[src/rtl/mem_bus_arbiter_pkg.sv]
// ---------------------------------------------------------------------------
// mem_bus_arbiter_pkg
// Purpose : Definitions shared by the memory bus arbiter and its counter
//           helper.
//           - FSM state encoding: IDLE / ACCESS / RESP.
//           - Bus owner encoding: NONE / CPU / DMA. This value is also
//             driven on the owner port.
//           - Default bus widths used by the arbiter control unit.
// Ports   : none (package)
// ---------------------------------------------------------------------------
package mem_bus_arbiter_pkg;

  localparam int DEFAULT_DATA_WIDTH = 8;
  localparam int DEFAULT_ADDR_WIDTH = 16;

  typedef enum logic [1:0] {
    ST_IDLE   = 2'b00,
    ST_ACCESS = 2'b01,
    ST_RESP   = 2'b10
  } arb_state_e;

  typedef enum logic [1:0] {
    OWN_NONE = 2'b00,
    OWN_CPU  = 2'b01,
    OWN_DMA  = 2'b10
  } owner_e;

endpackage

[src/rtl/arb_starve_counter.sv]
// ---------------------------------------------------------------------------
// arb_starve_counter
// Purpose : Saturating up-counter with a synchronous clear. at_limit_o is
//           asserted while the count equals LIMIT.
//           The arbiter uses two instances:
//           - one to track consecutive DMA losses;
//           - one to count ACCESS-phase wait cycles.
// Ports   : clk        - clock
//           rst        - asynchronous active-high reset (count -> 0)
//           inc_i      - increment by one, holding once LIMIT is reached
//           clr_i      - clear to zero; takes priority over inc_i
//           at_limit_o - count == LIMIT
// ---------------------------------------------------------------------------
module arb_starve_counter
  import mem_bus_arbiter_pkg::*;
#(
  parameter int WIDTH = 4,
  parameter int LIMIT = 4
) (
  input  logic clk,
  input  logic rst,
  input  logic inc_i,
  input  logic clr_i,
  output logic at_limit_o
);

  localparam logic [WIDTH-1:0] LIMIT_VAL = WIDTH'(LIMIT);

  logic [WIDTH-1:0] count_q;
  logic [WIDTH-1:0] count_d;

  // Count register.
  always_ff @(posedge clk or posedge rst) begin
    if (rst) begin
      count_q <= '0;
    end else begin
      count_q <= count_d;
    end
  end

  // Clear has priority over increment.
  // The increment stops once the limit is reached, so the count
  // saturates and never wraps.
  always_comb begin
    count_d = count_q;
    if (clr_i) begin
      count_d = '0;
    end else if (inc_i && (count_q != LIMIT_VAL)) begin
      count_d = count_q + WIDTH'(1);
    end
  end

  assign at_limit_o = (count_q == LIMIT_VAL);

endmodule

[src/rtl/mem_bus_arbiter.sv]
// ---------------------------------------------------------------------------
// mem_bus_arbiter
// Purpose : Shares one external memory bus between the CPU and DMA
//           requesters.
//           - The CPU has fixed priority.
//           - After STARVE_LIMIT consecutive losses, the DMA is forced
//             to win.
//           - Each access waits for mem_ready and is aborted with err
//             after TIMEOUT cycles.
// Ports   : clk, rst              - clock, async active-high reset
//           cpu_req/rw/addr/wdata - CPU request bundle, held until cpu_ack
//           cpu_ack               - one-cycle completion pulse to the CPU
//           dma_req/rw/addr/wdata - DMA request bundle, held until dma_ack
//           dma_ack               - one-cycle completion pulse to the DMA
//           rdata, err            - read data / timeout flag in the ack cycle
//           mem_en/rw/addr/wdata  - registered memory bus outputs
//           mem_rdata, mem_ready  - memory read data / access complete
//           owner                 - 00 none, 01 CPU, 10 DMA
// ---------------------------------------------------------------------------
module mem_bus_arbiter
  import mem_bus_arbiter_pkg::*;
#(
  parameter int DATA_WIDTH   = DEFAULT_DATA_WIDTH,
  parameter int ADDR_WIDTH   = DEFAULT_ADDR_WIDTH,
  parameter int STARVE_LIMIT = 4,
  parameter int TIMEOUT      = 15
) (
  input  logic                  clk,
  input  logic                  rst,
  input  logic                  cpu_req,
  input  logic                  cpu_rw,
  input  logic [ADDR_WIDTH-1:0] cpu_addr,
  input  logic [DATA_WIDTH-1:0] cpu_wdata,
  output logic                  cpu_ack,
  input  logic                  dma_req,
  input  logic                  dma_rw,
  input  logic [ADDR_WIDTH-1:0] dma_addr,
  input  logic [DATA_WIDTH-1:0] dma_wdata,
  output logic                  dma_ack,
  output logic [DATA_WIDTH-1:0] rdata,
  output logic                  err,
  output logic                  mem_en,
  output logic                  mem_rw,
  output logic [ADDR_WIDTH-1:0] mem_addr,
  output logic [DATA_WIDTH-1:0] mem_wdata,
  input  logic [DATA_WIDTH-1:0] mem_rdata,
  input  logic                  mem_ready,
  output logic [1:0]            owner
);

  arb_state_e            state_q, state_d;
  owner_e                owner_q, owner_d;
  logic                  memEn_q, memEn_d;
  logic                  rw_q, rw_d;
  logic [ADDR_WIDTH-1:0] addr_q, addr_d;
  logic [DATA_WIDTH-1:0] wdata_q, wdata_d;
  logic [DATA_WIDTH-1:0] rdata_q, rdata_d;
  logic                  err_q, err_d;
  logic                  cpuAck_q, cpuAck_d;
  logic                  dmaAck_q, dmaAck_d;

  logic starveInc, starveClr, starveAtLimit;
  logic tmoInc, tmoClr, tmoAtLimit;
  logic dmaWins;

  // Consecutive DMA losses. Once this counter saturates, a pending DMA
  // request beats the CPU.
  arb_starve_counter #(
    .WIDTH (4),
    .LIMIT (STARVE_LIMIT)
  ) u_starve (
    .clk        (clk),
    .rst        (rst),
    .inc_i      (starveInc),
    .clr_i      (starveClr),
    .at_limit_o (starveAtLimit)
  );

  // ACCESS-cycle counter. The limit is TIMEOUT-1 because the abort
  // decision is made in the TIMEOUT-th ACCESS cycle itself, before that
  // cycle's increment lands. This keeps mem_en high for exactly TIMEOUT
  // cycles.
  arb_starve_counter #(
    .WIDTH (8),
    .LIMIT (TIMEOUT - 1)
  ) u_timeout (
    .clk        (clk),
    .rst        (rst),
    .inc_i      (tmoInc),
    .clr_i      (tmoClr),
    .at_limit_o (tmoAtLimit)
  );

  assign tmoInc  = (state_q == ST_ACCESS);
  assign tmoClr  = (state_q == ST_RESP);
  assign dmaWins = dma_req && (starveAtLimit || !cpu_req);

  // State and registered bus/response outputs. An asynchronous reset
  // abandons any access in flight without an ack.
  always_ff @(posedge clk or posedge rst) begin
    if (rst) begin
      state_q  <= ST_IDLE;
      owner_q  <= OWN_NONE;
      memEn_q  <= 1'b0;
      rw_q     <= 1'b0;
      addr_q   <= '0;
      wdata_q  <= '0;
      rdata_q  <= '0;
      err_q    <= 1'b0;
      cpuAck_q <= 1'b0;
      dmaAck_q <= 1'b0;
    end else begin
      state_q  <= state_d;
      owner_q  <= owner_d;
      memEn_q  <= memEn_d;
      rw_q     <= rw_d;
      addr_q   <= addr_d;
      wdata_q  <= wdata_d;
      rdata_q  <= rdata_d;
      err_q    <= err_d;
      cpuAck_q <= cpuAck_d;
      dmaAck_q <= dmaAck_d;
    end
  end

  // Next-state logic.
  // - IDLE arbitrates and latches the winner's request into the bus
  //   registers. Requester inputs are not looked at again until IDLE.
  // - ACCESS waits for mem_ready or for the timeout. mem_ready is tested
  //   first, so a completion in the expiry cycle is not an error.
  // - RESP pulses the owner's ack, then releases the bus.
  always_comb begin
    state_d   = state_q;
    owner_d   = owner_q;
    memEn_d   = 1'b0;
    rw_d      = rw_q;
    addr_d    = addr_q;
    wdata_d   = wdata_q;
    rdata_d   = rdata_q;
    err_d     = err_q;
    cpuAck_d  = 1'b0;
    dmaAck_d  = 1'b0;
    starveInc = 1'b0;
    starveClr = 1'b0;

    case (state_q)
      ST_IDLE: begin
        if (cpu_req || dma_req) begin
          state_d = ST_ACCESS;
          memEn_d = 1'b1;
          err_d   = 1'b0;
          if (dmaWins) begin
            owner_d   = OWN_DMA;
            rw_d      = dma_rw;
            addr_d    = dma_addr;
            wdata_d   = dma_wdata;
            starveClr = 1'b1;
          end else begin
            owner_d   = OWN_CPU;
            rw_d      = cpu_rw;
            addr_d    = cpu_addr;
            wdata_d   = cpu_wdata;
            starveInc = dma_req;
          end
        end
      end

      ST_ACCESS: begin
        memEn_d = 1'b1;
        if (mem_ready || tmoAtLimit) begin
          state_d  = ST_RESP;
          memEn_d  = 1'b0;
          cpuAck_d = (owner_q == OWN_CPU);
          dmaAck_d = (owner_q == OWN_DMA);
          if (mem_ready) begin
            err_d = 1'b0;
            if (!rw_q) begin
              rdata_d = mem_rdata;
            end
          end else begin
            err_d = 1'b1;
          end
        end
      end

      ST_RESP: begin
        state_d = ST_IDLE;
        owner_d = OWN_NONE;
        err_d   = 1'b0;
      end

      default: begin
        state_d = ST_IDLE;
        owner_d = OWN_NONE;
      end
    endcase
  end

  assign mem_en    = memEn_q;
  assign mem_rw    = memEn_q & rw_q;
  assign mem_addr  = addr_q;
  assign mem_wdata = wdata_q;
  assign rdata     = rdata_q;
  assign err       = err_q;
  assign cpu_ack   = cpuAck_q;
  assign dma_ack   = dmaAck_q;
  assign owner     = owner_q;

endmodule

[config.mk]
export PLATFORM = sky130hd
export DESIGN_NAME = mem_bus_arbiter
export DESIGN_NICKNAME = d
export VERILOG_FILES = /design/src/rtl/mem_bus_arbiter_pkg.sv /design/src/rtl/arb_starve_counter.sv /design/src/rtl/mem_bus_arbiter.sv
export SDC_FILE = /design/constraint.sdc
export NUM_CORES = 1
export LEC_CHECK = 0
export CORE_MARGIN = 2
export CORE_UTILIZATION = 41
export DETAILED_ROUTE_END_ITERATION = 16
export GPL_TIMING_DRIVEN = 0
export PLACE_DENSITY_LB_ADDON = 0.3
export RECOVER_POWER = 50
export SETUP_SLACK_MARGIN = 0.4
export SYNTH_ARGS = -nofsm -noshare
export SYNTH_HDL_FRONTEND = slang
export SYNTH_SLANG_ARGS = --single-unit
[constraint.sdc]
create_clock -name clk -period 1.6 [get_ports clk]
set_input_delay 0.32 -clock clk [delete_from_list [all_inputs] [get_ports clk]]
set_output_delay 0.32 -clock clk [all_outputs]
set_load 0.005 [all_outputs]
==> summary.txt, run 1 <==
Synth
  – Cells after synthesis: 285
  – Main area contributors after synthesis: sky130_fd_sc_hd__dfrtp_1 46%, sky130_fd_sc_hd__a21bo_2 9.1%, sky130_fd_sc_hd__a31oi_1 5.5%
  – Register bit total from synthesis: 53
  – Cell accounting for the most synthesized area: sky130_fd_sc_hd__dfrtp_1
  – Unique masters post-synth: 43
  – Synthesized Nets: 352
  – Mean area per synthesized cell: 10.0 um^2
  – Number of synthesis warnings: 0
  – Post-synthesis instance area: 2860 um^2
  – Yosys top cell area share: 46.4%
  – Sequential cell area fraction in the yosys report: 46.4%

Drt
  – DRC violation total after the first TritonRoute iteration: 95
  – DR DRC count: 0
  – Total Wirelength: 9.47 mm
  – Via count: 2893
  – Number of nets still failing antenna checks after routing: 0
  – DRT Pass-1 Iters: 4
  – DR WL/cell: 18.3 um
  – Detail-routed via count per cell: 5.61

Cells and area
  – Antenna fix cells: 0
  – Area growth, synth to finish: 62.2%
  – Final nets: 502
  – Ratio of cells with drive above 1 in the final layout: 41.7%

STA
  – Part of the cycle the worst path needs: 94.2%
  – Setup tns final: 0 ns
  – Transition time at the pin with the least slew margin: 0.647 ns
  – Count of final max-slew check failures: 0
  – Post-Route Skew: 0.00993 ns
  – Setup repair after global routing missed its margin: yes
  – Final Critical Period: 1.51 ns
  – Finish-stage setup viols: 0
  – Hold WS: 0.439 ns
  – Peak Freq: 0.664 GHz
  – Headroom to the max-slew limit: 56.8%
  – Final hold vios: 0

Place
  – Detailed Place HPWL: 5.83 mm
  – Placer congestion estimate: 0.843
  – Total of buffers placed on input and output ports: 101

Worst setup path
  – Arrival time of data at the critical path endpoint: 1.71 ns
  – Required @ worst endpoint: 1.80 ns
  – Type of the setup path with the least slack: reg -> reg
  – Cell with the largest stage delay on the worst path: sky130_fd_sc_hd__dfrtp_2
  – Peak per-stage delay on the critical path: 0.45 ns
  – Critical Path, Cell by Cell: inv_2 -> ha_4 -> nor4b_4 -> buf_6 -> a211oi_1 -> a311o_1
  – Critical path startpoint category: flip-flop
  – Critical path fanouts, max: 6
  – Terminus of the critical flop-to-flop path: u_timeout.count_q[0]
  – Origin of the critical flop-to-flop path: u_timeout.count_q[0]
  – Kind of cell adding the most delay to the critical path: flip-flops
  – Register-to-register setup slack: 0.09 ns
  – Start point of the critical path: u_timeout.count_q[0]
  – Depth of the critical timing path with buffers and inverters included: 6
  – Type of element capturing the critical path: flip-flop
  – CP endpoint: u_timeout.count_q[0]
  – Buffering stage count on the worst path with inverters included: 2
  – Worst Reg-to-Reg Cells: 6

Floorplanning
  – Overall die width: 87.5 um
  – Starting density of the core: 42.3%
  – Die extent in y: 87.5 um
  – Area enclosed by the die boundary: 7660 um^2
  – Core box area: 6760 um^2
  – Count of pins on the block boundary: 102
  – Number of cell rows: 30

Power
  – Power per unit of standard cell area: 1570 nW/um^2
  – Worst IR drop on VDD: 0.752 mV
  – Leakage power summed over all cells: 1.99 nW

Status
  – Run status: complete, no violations

Clock tree
  – CTS Buffer Depth: 2
  – Clock buffer count from CTS: 5
  – Clk Tree Root Cell: sky130_fd_sc_hd__clkbuf_8
  – Level count of the clock H-tree: 2
  – Register clock-pin slew on the reported worst setup and hold paths: 0.10 ns
  – Number of sinks driven by the clock tree: 53
  – Clock tree from TritonCTS: built
  – Source-to-sink clock delay at the later pin of the worst-skew pair: 0.32 ns

GRT
  – Global-route wire length before repair: 14.6 mm
  – Number of global-route vias before repair: 3045
  – Maximum number of pins on one net before global-route repair: 28
  – GRT Total Usage: 24.4%
  – Number of antenna violations at the first check in global routing: 0
  – Congestion Overflow GR: 0

Hold path
  – Worst hold path type: in -> reg
  – Cell depth of the worst min-delay path: 2

Flow run
  – Max-capacitance violation count: 0
-- power by group --
part           internal [mW]  switching, mW
Clock                  0.353          0.483
Sequential              1.93          0.406
Combinational           2.22           1.89
-- Yosys cell counts, drive strengths merged --
| cell type | n |
|---|---|
| nor3 | 1 |
| nand4b | 1 |
| o22ai | 2 |
| a211oi | 2 |
| and2 | 3 |
| buf | 10 |
| nor3b | 1 |
| dfrtp | 53 |
| nand3 | 28 |
| nand2b | 12 |
| nand4 | 5 |
| nor4b | 3 |
| o211a | 1 |
| or3b | 1 |
| a21oi | 30 |
| o311ai | 3 |
| nor4 | 1 |
| a31o | 2 |
| o32ai | 1 |
| o31ai | 3 |
| clkbuf | 16 |
| nor2 | 4 |
| mux2 | 8 |
| or3 | 1 |
| inv | 8 |
| nand2 | 12 |
| o21ba | 1 |
| a21bo | 26 |
| o21ai | 4 |
| a41oi | 1 |
| o2bb2ai | 2 |
| ha | 4 |
| a311o | 1 |
| a32o | 1 |
| nand3b | 1 |
| and3b | 1 |
| o211ai | 1 |
| nor2b | 3 |
| a31oi | 25 |
| o221ai | 1 |
| o31a | 1 |
-- final cells by class --
| cell class | count | area, um^2 |
|---|---|---|
| plain buffers | 26 | 259 |
| multi-input cells | 198 | 1630 |
| clock buffers | 6 | 82.6 |
| well taps | 80 | 100 |
| repair inverters | 1 | 7.51 |
| flip-flops and latches | 53 | 1330 |
| repair buffers | 142 | 1180 |
| fillers | 528 | 2120 |
| clock inverters | 2 | 13.8 |
| inverters | 8 | 33.8 |
-- cells in the final DEF (no fill, tap or decap), types with 2 or more instances in the layout --
cell type,netlist,routed
sky130_fd_sc_hd__a21bo_2,26,26
sky130_fd_sc_hd__a21oi_1,30,27
sky130_fd_sc_hd__a21oi_2,0,2
sky130_fd_sc_hd__a31oi_1,25,24
sky130_fd_sc_hd__and2_1,3,2
sky130_fd_sc_hd__buf_2,8,32
sky130_fd_sc_hd__buf_4,0,24
sky130_fd_sc_hd__buf_6,2,22
sky130_fd_sc_hd__clkbuf_1,16,9
sky130_fd_sc_hd__clkbuf_16,0,3
sky130_fd_sc_hd__clkbuf_2,0,9
sky130_fd_sc_hd__clkbuf_4,0,3
sky130_fd_sc_hd__clkbuf_8,0,10
sky130_fd_sc_hd__clkdlybuf4s50_1,0,58
sky130_fd_sc_hd__clkinvlp_4,0,2
sky130_fd_sc_hd__dfrtp_1,53,47
sky130_fd_sc_hd__dfrtp_2,0,6
sky130_fd_sc_hd__dlygate4sd2_1,0,2
sky130_fd_sc_hd__ha_4,0,3
sky130_fd_sc_hd__inv_1,8,4
sky130_fd_sc_hd__inv_2,0,3
sky130_fd_sc_hd__mux2_4,0,8
sky130_fd_sc_hd__nand2_1,12,9
sky130_fd_sc_hd__nand2b_1,12,11
sky130_fd_sc_hd__nand3_1,28,27
sky130_fd_sc_hd__nand4_1,5,5
sky130_fd_sc_hd__nor2_1,4,4
sky130_fd_sc_hd__nor2b_1,3,3
sky130_fd_sc_hd__nor4b_4,1,2
sky130_fd_sc_hd__o21ai_1,0,2
sky130_fd_sc_hd__o311ai_1,0,2
sky130_fd_sc_hd__o31ai_2,0,2
-- worst reg2reg max path: stages, from the launching register on --
cell	delay (ns)
sky130_fd_sc_hd__dfrtp_2	0.45
sky130_fd_sc_hd__inv_2	0.08
sky130_fd_sc_hd__ha_4	0.12
sky130_fd_sc_hd__nor4b_4	0.19
sky130_fd_sc_hd__buf_6	0.18
sky130_fd_sc_hd__a211oi_1	0.09
sky130_fd_sc_hd__a311o_1	0.29
-- worst min-delay path by stage --
| stage | from | end | slack (ns) |
|---|---|---|---|
| 2_1_floorplan | rst | cpu_ack | 0.38 |
| 3_3_place_gp | rdata[5] | rdata[5] | 0.49 |
| 3_5_place_dp | rdata[5] | rdata[5] | 0.50 |
| 4_1_cts | rdata[5] | rdata[5] | 0.52 |
| 5_1_grt | mem_ready | err | 0.45 |
| 6_report | mem_ready | err | 0.44 |
-- state kept, by name, indices dropped and copies added (netlist names) --
| signal | cells |
|---|---|
| cpu_ack | 1 |
| dma_ack | 1 |
| err | 1 |
| mem_addr | 16 |
| mem_en | 1 |
| mem_wdata | 8 |
| owner | 2 |
| rdata | 8 |
| rw_q | 1 |
| state_q | 2 |
| u_starve.count_q | 4 |
| u_timeout.count_q | 8 |
-- logic make-up after synthesis --
logic type | count (synthesis) | synth area share [%]
simple gates | 78 | 16.1
mux | 8 | 3.15
flops | 53 | 46.4
compound gates | 108 | 27.3
fa+ha+maj | 4 | 1.75
buf+inv | 34 | 5.34
-- per-layer routing --
layer | wire [um] | vias to the layer above | GRT usage [%]
met2 | 5010 | 106 | 43.7
met5 | 0 | - | 0
met4 | 114 | 0 | 6.71
met3 | 673 | 14 | 6.54
met1 | 3670 | 1418 | 28.9
li1 | - | 1355 | -
-- timing repair --
action / CTS / global route
pin swaps: 24 / 15
cloned: 5 / 0
endpoints found under the setup margin: 145 / 58
hold buffers: 0 / 0
resized for setup: 224 / 33
setup buffers: 32 / 5
-- stage by stage --
step           total power, mW  setup slack, ns  std cells  cell area (um^2)  util, %
2_1_floorplan             4.04            0.109        285              2930        -
4_1_cts                   6.97           0.0898        511              4510     66.7
6_report                  7.28           0.0933        516              4640     68.6
5_1_grt                   7.71          0.00285        516              4640     68.6
3_3_place_gp              5.53           -0.439        466              4050     59.9
3_5_place_dp              5.64           -0.460        466              4050     59.9
Power figures use the tool's default switching activity.
==> inputs of run 2 (changes only) <==
--- a/config.mk
+++ b/config.mk
@@ -6,7 +6,7 @@
 export NUM_CORES = 1
 export LEC_CHECK = 0
 export CORE_MARGIN = 2
-export CORE_UTILIZATION = 41
+export CORE_UTILIZATION = 45
 export DETAILED_ROUTE_END_ITERATION = 16
 export GPL_TIMING_DRIVEN = 0
 export PLACE_DENSITY_LB_ADDON = 0.3
==> constraint.sdc (replaced) <==
create_clock -name clk -period 1.51 [get_ports clk]
set_input_delay 0.302 -clock clk [delete_from_list [all_inputs] [get_ports clk]]
set_output_delay 0.302 -clock clk [all_outputs]
set_load 0.005 [all_outputs]
==> run 2 against run 1 <==
Compared with the run above:
- the run now ends with negative setup slack left
- flip-flop and latch count unchanged
- count of clock-buffer cells in the layout down 1
- total power up 15%
- global-route usage up 2.1 points
- non-clock buffer count up 21
- sequential share of layout area down 1.4 points
- die area down 8.5%
- largest power group unchanged
- highest routed layer unchanged
==> summary.txt, run 2 (same netlist as run 1, synthesis figures left out) <==
Status
  – Run status: finished with violations
  – Violations in the final reports: negative setup slack

Place
  – Placer congestion estimate: 0.854 (+1.3%)
  – Total of buffers placed on input and output ports: 101 (unchanged)
  – Detailed Place HPWL: 5.69 mm (-2.5%)

Hold path
  – Worst hold path type: in -> reg

GRT
  – Number of global-route vias before repair: 3034 (-0.36%)
  – Maximum number of pins on one net before global-route repair: 28 (unchanged)
  – GRT Total Usage: 26.5% (+2.1 points)
  – Congestion Overflow GR: 0 (unchanged)
  – Global-route wire length before repair: 14.9 mm (+2.2%)
  – Number of antenna violations at the first check in global routing: 0 (unchanged)

Drt
  – DRC violation total after the first TritonRoute iteration: 232 (+140%)
  – Met3 routed WL: 763 um (+13%)
  – DR WL/cell: 19.3 um (+5.0%)
  – Total Wirelength: 10.3 mm (+8.7%)
  – Met2 WL: 5.36 mm (+7.0%)
  – Wire length the detailed router placed on met1: 3.94 mm (+7.6%)
  – DR DRC count: 0 (unchanged)
  – Highest routing layer actually used: met4
  – Via count: 3106 (+7.4%)
  – DRT Pass-1 Iters: 5 (+1)
  – Detail-routed via count per cell: 5.82 (+3.7%)
  – Number of nets still failing antenna checks after routing: 0 (unchanged)

Cells and area
  – Number of filler cells placed in the layout: 411 (-22%)
  – Most frequent cells in the layout: 58 x sky130_fd_sc_hd__clkdlybuf4s50_1, 49 x sky130_fd_sc_hd__buf_4, 48 x sky130_fd_sc_hd__dfrtp_1
  – Most common cell after layout, fill and taps aside: sky130_fd_sc_hd__clkdlybuf4s50_1
  – Antenna fix cells: 0 (unchanged)
  – Final nets: 523 (+4.2%)
  – Number of flip-flops under the largest register name: 16 (unchanged)
  – Ratio of cells with drive above 1 in the final layout: 47.7% (+6.0 points)
  – Area growth, synth to finish: 70.4%

Worst setup path
  – Required @ worst endpoint: 1.75 ns (-0.05 ns)
  – Cell with the largest stage delay on the worst path: sky130_fd_sc_hd__dfrtp_1
  – Critical path startpoint category: flip-flop
  – Critical Path, Cell by Cell: inv_2 -> ha_4 -> nand4b_1 -> buf_6 -> clkbuf_16 -> a21bo_2 -> a31oi_1
  – Arrival time of data at the critical path endpoint: 1.79 ns (+0.08 ns)
  – Critical path fanouts, max: 8 (+2)
  – Kind of cell adding the most delay to the critical path: buffers and inverters
  – Peak per-stage delay on the critical path: 0.42 ns (-0.03 ns)
  – Type of the setup path with the least slack: reg -> reg
  – Buffering stage count on the worst path with inverters included: 3 (+1)
  – Type of element capturing the critical path: flip-flop

Clock tree
  – Cts hold-fix bufs: 0 (unchanged)
  – Clock tree from TritonCTS: built
  – Number of sinks driven by the clock tree: 53 (unchanged)
  – Clock buffer count from CTS: 5 (unchanged)
  – CTS Buffer Depth: 2 (unchanged)
  – Clk Tree Root Cell: sky130_fd_sc_hd__clkbuf_8
  – Register clock-pin slew on the reported worst setup and hold paths: 0.10 ns (about the same)
  – Source-to-sink clock delay at the later pin of the worst-skew pair: 0.32 ns (about the same)
  – Level count of the clock H-tree: 2 (unchanged)

STA
  – Finish-stage setup viols: 12 (+12)
  – Headroom to the max-slew limit: 58.6% (+1.8 points)
  – Count of final max-slew check failures: 0 (unchanged)
  – Final worst slack: -0.0381 ns (-0.131 ns)
  – Part of the cycle the worst path needs: 103% (+8.4 points)
  – Final hold vios: 0 (unchanged)
  – Hold WS: 0.444 ns (+0.00559 ns)
  – Transition time at the pin with the least slew margin: 0.620 ns (-0.0269 ns)
  – Setup repair after global routing missed its margin: yes
  – Peak Freq: 0.646 GHz (-2.7%)
  – Final Critical Period: 1.55 ns (+0.0415 ns)
  – Post-Route Skew: 0.00561 ns (-0.00432 ns)

Floorplanning
  – Number of cell rows: 29 (-3.3%)
  – Starting density of the core: 45.8% (+3.5 points)
  – Count of pins on the block boundary: 102 (unchanged)
  – Core box area: 6240 um^2 (-7.6%)
  – Overall die width: 83.7 um (-4.3%)
  – Die extent in y: 83.7 um (-4.3%)
  – Area enclosed by the die boundary: 7010 um^2 (-8.5%)

Power
  – Worst IR drop on VDD: 1.15 mV (+53%)
  – Leakage power summed over all cells: 2.15 nW (+8.0%)
  – Power per unit of standard cell area: 1720 nW/um^2 (+9.3%)
  – Overall Power: 8.37 mW (+15%)

Flow run
  – Max-capacitance violation count: 0 (unchanged)
run 2: final timing paths:
check	slack (ns)	cells after the start	end	startpoint
worst max-delay path	-0.04	7	mem_addr[9]	u_starve.count_q[0]
worst min-delay path	0.44	2	err	mem_ready
min in group asynchronous	0.62	2	mem_en	rst
max in group asynchronous	0.50	2	u_timeout.count_q[2]	rst
worst min register to register	0.53	1	rdata[7]	rdata[7]
worst max register to register	-0.04	7	mem_addr[9]	u_starve.count_q[0]
run 2: where the power goes:
group | switching (mW) | internal, mW
sequential | 0.469 | 2.05
clock | 0.519 | 0.330
combinational | 2.22 | 2.78
run 2: what timing repair did:
item / in CTS / in global routing
hold endpoints to repair: 0 / 0
pin swaps: 16 / 28
gates cloned: 2 / 1
endpoints found under the setup margin: 145 / 92
resized for setup: 226 / 45
setup buffers: 33 / 27
run 2: per-stage QoR:
| step | setup WS (ns) | instances | util [%] | TNS [ns] | cell area (um^2) |
|---|---|---|---|---|---|
| 2_1_floorplan | 0.0187 | 285 | - | 0 | 2930 |
| 3_3_place_gp | -0.471 | 463 | 64.8 | -22.02 | 4040 |
| 3_5_place_dp | -0.520 | 463 | 64.8 | -24.83 | 4040 |
| 4_1_cts | 0.00166 | 506 | 71.6 | 0 | 4470 |
| 5_1_grt | -0.0934 | 534 | 78.1 | -1.81 | 4870 |
| 6_report | -0.0381 | 534 | 78.1 | -0.210 | 4870 |
run 2: layer usage:
layer	vias up	GRT usage [%]
li1	1401	-
met1	1520	33.4
met2	166	45.2
met3	19	6.23
met4	0	8.36
met5	-	0
run 2: area by class of cell:
type,count,area [um^2],share of cell area (%)
Multi-Input combinational cell,198,1700,34.8
Timing Repair inverter,1,7.51,0.154
Clock buffer,5,68.8,1.41
Tap cell,77,96.3,1.98
Timing Repair Buffer,163,1360,28.0
Inverter,8,33.8,0.693
Clock inverter,3,21.3,0.436
Buffer,26,256,5.26
Sequential cell,53,1330,27.3
==> inputs of run 3 (changes only) <==
--- a/config.mk
+++ b/config.mk
@@ -5,8 +5,10 @@
 export SDC_FILE = /design/constraint.sdc
 export NUM_CORES = 1
 export LEC_CHECK = 0
+export ABC_AREA = 0
 export CORE_MARGIN = 2
 export CORE_UTILIZATION = 45
+export CTS_BUF_LIST = sky130_fd_sc_hd__clkbuf_8
 export DETAILED_ROUTE_END_ITERATION = 16
 export GPL_TIMING_DRIVEN = 0
 export PLACE_DENSITY_LB_ADDON = 0.3
@@ -14,4 +16,5 @@
 export SETUP_SLACK_MARGIN = 0.4
 export SYNTH_ARGS = -nofsm -noshare
 export SYNTH_HDL_FRONTEND = slang
+export SYNTH_HIERARCHICAL = 1
 export SYNTH_SLANG_ARGS = --single-unit
==> run 3 against run 2 <==
Compared with the run above:
- the run still ends with negative setup slack left
- wire length is 1.9% higher
- die area is 7.2% lower
- clock skew is 0.0045 ns higher
- total power is 9.6% lower
- area after synthesis is 7.6% lower
- synthesized cell count is 3.5% lower
- design area is 4.3% lower
==> summary.txt, run 3 <==
Floorplanning
  – Core box area: 5570 um^2 (-11%)
  – Overall die width: 80.7 um (-3.7%)
  – Starting density of the core: 47.4% (+1.6 points)
  – Number of cell rows: 27 (-6.9%)
  – Die extent in y: 80.7 um (-3.7%)
  – Count of pins on the block boundary: 102 (unchanged)
  – Area enclosed by the die boundary: 6500 um^2 (-7.2%)

Place
  – Post-detailed-placement cell area: 3880 um^2 (-4.0%)
  – Detailed Place HPWL: 5.47 mm (-3.8%)
  – Placer congestion estimate: 0.809 (-5.2%)
  – Total of buffers placed on input and output ports: 101 (unchanged)

Worst setup path
  – Cell with the largest stage delay on the worst path: sky130_fd_sc_hd__dfrtp_1
  – Type of the setup path with the least slack: reg -> reg
  – Critical path fanouts, max: 2 (-6)
  – Required @ worst endpoint: 1.75 ns (about the same)
  – Peak per-stage delay on the critical path: 0.39 ns (-0.03 ns)
  – Critical Path, Cell by Cell: inv_2 -> ha_4 -> nand3b_4 -> inv_4 -> nor2b_4 -> clkbuf_8 -> and3_4 -> nand4_1 -> or3_1 -> a21oi_2
  – Type of element capturing the critical path: flip-flop
  – Arrival time of data at the critical path endpoint: 2.12 ns (+0.33 ns)
  – Critical path startpoint category: flip-flop

Synth
  – Synthesized Nets: 342 (-2.8%)
  – Sequential cell area fraction in the yosys report: 50.2% (+3.8 points)
  – Cells after synthesis: 275 (-3.5%)
  – Post-synthesis instance area: 2640 um^2 (-7.6%)
  – Mean area per synthesized cell: 9.61 um^2 (-4.2%)
  – Number of synthesis warnings: 6 (+6)
  – Cell accounting for the most synthesized area: sky130_fd_sc_hd__dfrtp_1
  – Number of flops mapped to enable cells by yosys: 0 (unchanged)
  – Share of synthesized area spent on multiplexers: 4.69% (+1.5 points)
  – Simple-gate share of the synthesized area: 16.2% (+0.13 points)
  – Largest family of logic cells by synthesized area: compound AO/OA/AOI/OAI gates
  – Cell types with the highest counts after synthesis: 53 x sky130_fd_sc_hd__dfrtp_1, 37 x sky130_fd_sc_hd__a21oi_1, 30 x sky130_fd_sc_hd__nand3_1, 30 x sky130_fd_sc_hd__o21ai_0, 26 x sky130_fd_sc_hd__a31oi_1
  – Register bit total from synthesis: 53 (unchanged)
  – Most repeated cell in the gate-level netlist after synthesis: sky130_fd_sc_hd__dfrtp_1
  – Main area contributors after synthesis: sky130_fd_sc_hd__dfrtp_1 50%, sky130_fd_sc_hd__a21oi_1 7.0%, sky130_fd_sc_hd__a31oi_1 6.2%
  – Area share of fa/ha/maj cells after synthesis: 1.89% (+0.14 points)
  – Post-synthesis share of cell area spent on xor and xnor gates: 0% (unchanged)
  – Yosys top cell area share: 50.2% (+3.8 points)
  – Dominant synthesized flop cell: sky130_fd_sc_hd__dfrtp_1
  – Fraction of registers with async set or reset after synthesis: 100% (unchanged)
  – Compound-cell area share of the yosys netlist: 22.1% (-5.1 points)
  – Unique masters post-synth: 41 (-4.7%)

Cells and area
  – Final nets: 511 (-2.3%)
  – Antenna fix cells: 0 (unchanged)
  – Most common cell after layout, fill and taps aside: sky130_fd_sc_hd__clkdlybuf4s50_1
  – Cell area after layout: 4660 um^2 (-4.3%)
  – Number of flip-flops under the largest register name: 16 (unchanged)
  – Area growth, synth to finish: 76.4%
  – Area of the multi-input gates: 1600 um^2 (-5.8%)
  – Number of filler cells placed in the layout: 310 (-25%)
  – Most frequent cells in the layout: 58 x sky130_fd_sc_hd__clkdlybuf4s50_1, 53 x sky130_fd_sc_hd__buf_4, 53 x sky130_fd_sc_hd__dfrtp_1
  – Sequential Area: 1330 um^2 (-0.47%)
  – Ratio of cells with drive above 1 in the final layout: 46.1% (-1.6 points)
  – Core utilization of the finished layout: 83.7% (+5.6 points)

GRT
  – Maximum number of pins on one net before global-route repair: 22 (-21%)
  – Congestion Overflow GR: 0 (unchanged)
  – Layer with the highest usage: met2
  – Number of antenna violations at the first check in global routing: 0 (unchanged)
  – Number of global-route vias before repair: 2896 (-4.5%)
  – GRT Total Usage: 29.9% (+3.4 points)
  – Global-route met2 utilization: 52.5% (+7.3 points)
  – Met1 global-route usage: 35.6% (+2.3 points)
  – Met3 track demand over resource: 8.09% (+1.9 points)
  – Global-route wire length before repair: 14.6 mm (-2.2%)

STA
  – Final Critical Period: 1.88 ns (+0.328 ns)
  – Headroom to the max-slew limit: 51.0% (-7.5 points)
  – Finish-stage setup viols: 39 (+27)
  – Hold WS: 0.494 ns (+0.0494 ns)
  – Setup repair after global routing missed its margin: yes
  – Transition time at the pin with the least slew margin: 0.735 ns (+0.114 ns)
  – Count of final max-slew check failures: 0 (unchanged)
  – Post-Route Skew: 0.0101 ns (+0.00446 ns)
  – Final hold vios: 0 (unchanged)
  – Peak Freq: 0.533 GHz (-17%)
  – Final worst slack: -0.366 ns (-0.328 ns)
  – Part of the cycle the worst path needs: 124% (+22 points)

Power
  – Switching part of the total power: 38.2% (-0.20 points)
  – Register share of total power: 32.2% (+2.1 points)
  – Power share of the combinational group: 57.2% (-2.6 points)
  – Overall Power: 7.56 mW (-9.6%)
  – Power per unit of standard cell area: 1620 nW/um^2 (-5.5%)
  – Fraction of power consumed by the clock network: 10.6% (+0.4 points)
  – Net switching power: 2.89 mW (-10%)
  – Internal power contribution: 4.68 mW (-9.3%)
  – Leakage power summed over all cells: 1.99 nW (-7.1%)
  – Worst IR drop on VDD: 0.897 mV (-22%)

Hold path
  – Worst hold path type: in -> async

Clock tree
  – Register clock-pin slew on the reported worst setup and hold paths: 0.09 ns (about the same)
  – CTS Buffer Depth: 2 (unchanged)
  – Clk Tree Root Cell: sky130_fd_sc_hd__clkbuf_8
  – Clock tree from TritonCTS: built
  – Level count of the clock H-tree: 2 (unchanged)
  – Source-to-sink clock delay at the later pin of the worst-skew pair: 0.32 ns (about the same)
  – Number of sinks driven by the clock tree: 53 (unchanged)
  – Clock buffer count from CTS: 5 (unchanged)

Drt
  – DR DRC count: 0 (unchanged)
  – Via count: 3028 (-2.5%)
  – Number of nets still failing antenna checks after routing: 0 (unchanged)
  – Total Wirelength: 10.5 mm (+1.9%)
  – Detail-routed via count per cell: 5.86 (+0.69%)
  – DR WL/cell: 20.3 um (+5.2%)
  – DRT Pass-1 Iters: 4 (-1)
  – DRC violation total after the first TritonRoute iteration: 230 (-0.86%)

Status
  – Run status: finished with violations
  – Violations in the final reports: negative setup slack

Flow run
  – Max-capacitance violation count: 0 (unchanged)
## run 3: cell count changes in the layout (fill, tap and decap cells not counted), moves of 6 or more
cell	delta
sky130_fd_sc_hd__a21bo_2	-23
sky130_fd_sc_hd__nand3_2	+18
sky130_fd_sc_hd__buf_6	-17
sky130_fd_sc_hd__o21ai_0	+14
sky130_fd_sc_hd__a21oi_2	+6
sky130_fd_sc_hd__nand2b_1	-10
sky130_fd_sc_hd__nand3_1	-18
sky130_fd_sc_hd__o21ai_1	+9
## run 3: critical path: cells and delay by family (launching register included)
family	cells	cell delay [ns]
buffers and inverters	3	0.26
AOI/OAI and AO/OA	1	0.13
DFF	1	0.39
and+or+nand+nor	5	0.87
adders and majority gates	1	0.17
## run 3: final timing paths
kind	startpoint	endpoint	slack, ns	cells after the start
max	u_starve/count_q[0]	u_starve/count_q[3]	-0.37	10
min	rst	u_starve/count_q[3]	0.49	2
max reg2reg	u_starve/count_q[0]	u_starve/count_q[3]	-0.37	10
min reg2reg	rdata[5]	rdata[5]	0.52	1
max in group asynchronous	rst	err	0.59	2
min in group clk	rdata[5]	rdata[5]	0.52	1
## run 3: timing repair
item,CTS,global route
hold buffers,0,0
gates resized for setup,217,46
gates cloned,3,0
endpoints found under the setup margin,94,92
pin swaps,35,30
setup buffers,35,23
## run 3: cell type report
type                       count  area share, %
multi-input combinational    190           34.3
buffer                        20           3.67
sequential                    53           28.4
clock buffer                   5           1.48
clock inverter                 3          0.376
tap                           72           1.93
timing repair buffer         161           28.6
inverter                      12           1.10
timing repair inverter         1          0.161
## run 3: cells by family (layout without fill, tap and decap cells)
| group | after synthesis | count (layout) |
|---|---|---|
| multiplexers | 11 | 11 |
| AND/OR/NAND/NOR | 72 | 72 |
| flip-flops | 53 | 53 |
| buffers and inverters | 32 | 202 |
| adder cells (fa/ha/maj) | 4 | 4 |
| AO/OA/AOI/OAI | 103 | 103 |
## run 3: metrics by stage
| stage | TNS, ns | cells | setup WS (ns) |
|---|---|---|---|
| after global placement | -20.46 | 448 | -0.936 |
| after floorplan | -0.664 | 275 | -0.299 |
| final | -6.36 | 517 | -0.366 |
| after detailed placement | -22.22 | 448 | -1.04 |
| after global routing | -8.87 | 517 | -0.399 |
| after CTS | -2.87 | 494 | -0.243 |
## run 3: power groups by stage
stage | Combinational, mW | Clock, mW | Sequential [mW]
after floorplan | 1.55 | 0 | 2.43
after global placement | 3.05 | 0 | 2.42
after detailed placement | 3.13 | 0 | 2.45
after CTS | 3.54 | 0.812 | 2.37
after global routing | 4.62 | 0.884 | 2.48
final | 4.33 | 0.804 | 2.43
## run 3: routing by layer
layer | routed length (um) | up-vias | part of all wire (%)
met5 | 0 | - | 0
met4 | 278 | 0 | 2.7
met3 | 861 | 28 | 8.2
met2 | 5620 | 193 | 54
met1 | 3720 | 1457 | 35
li1 | - | 1350 | -
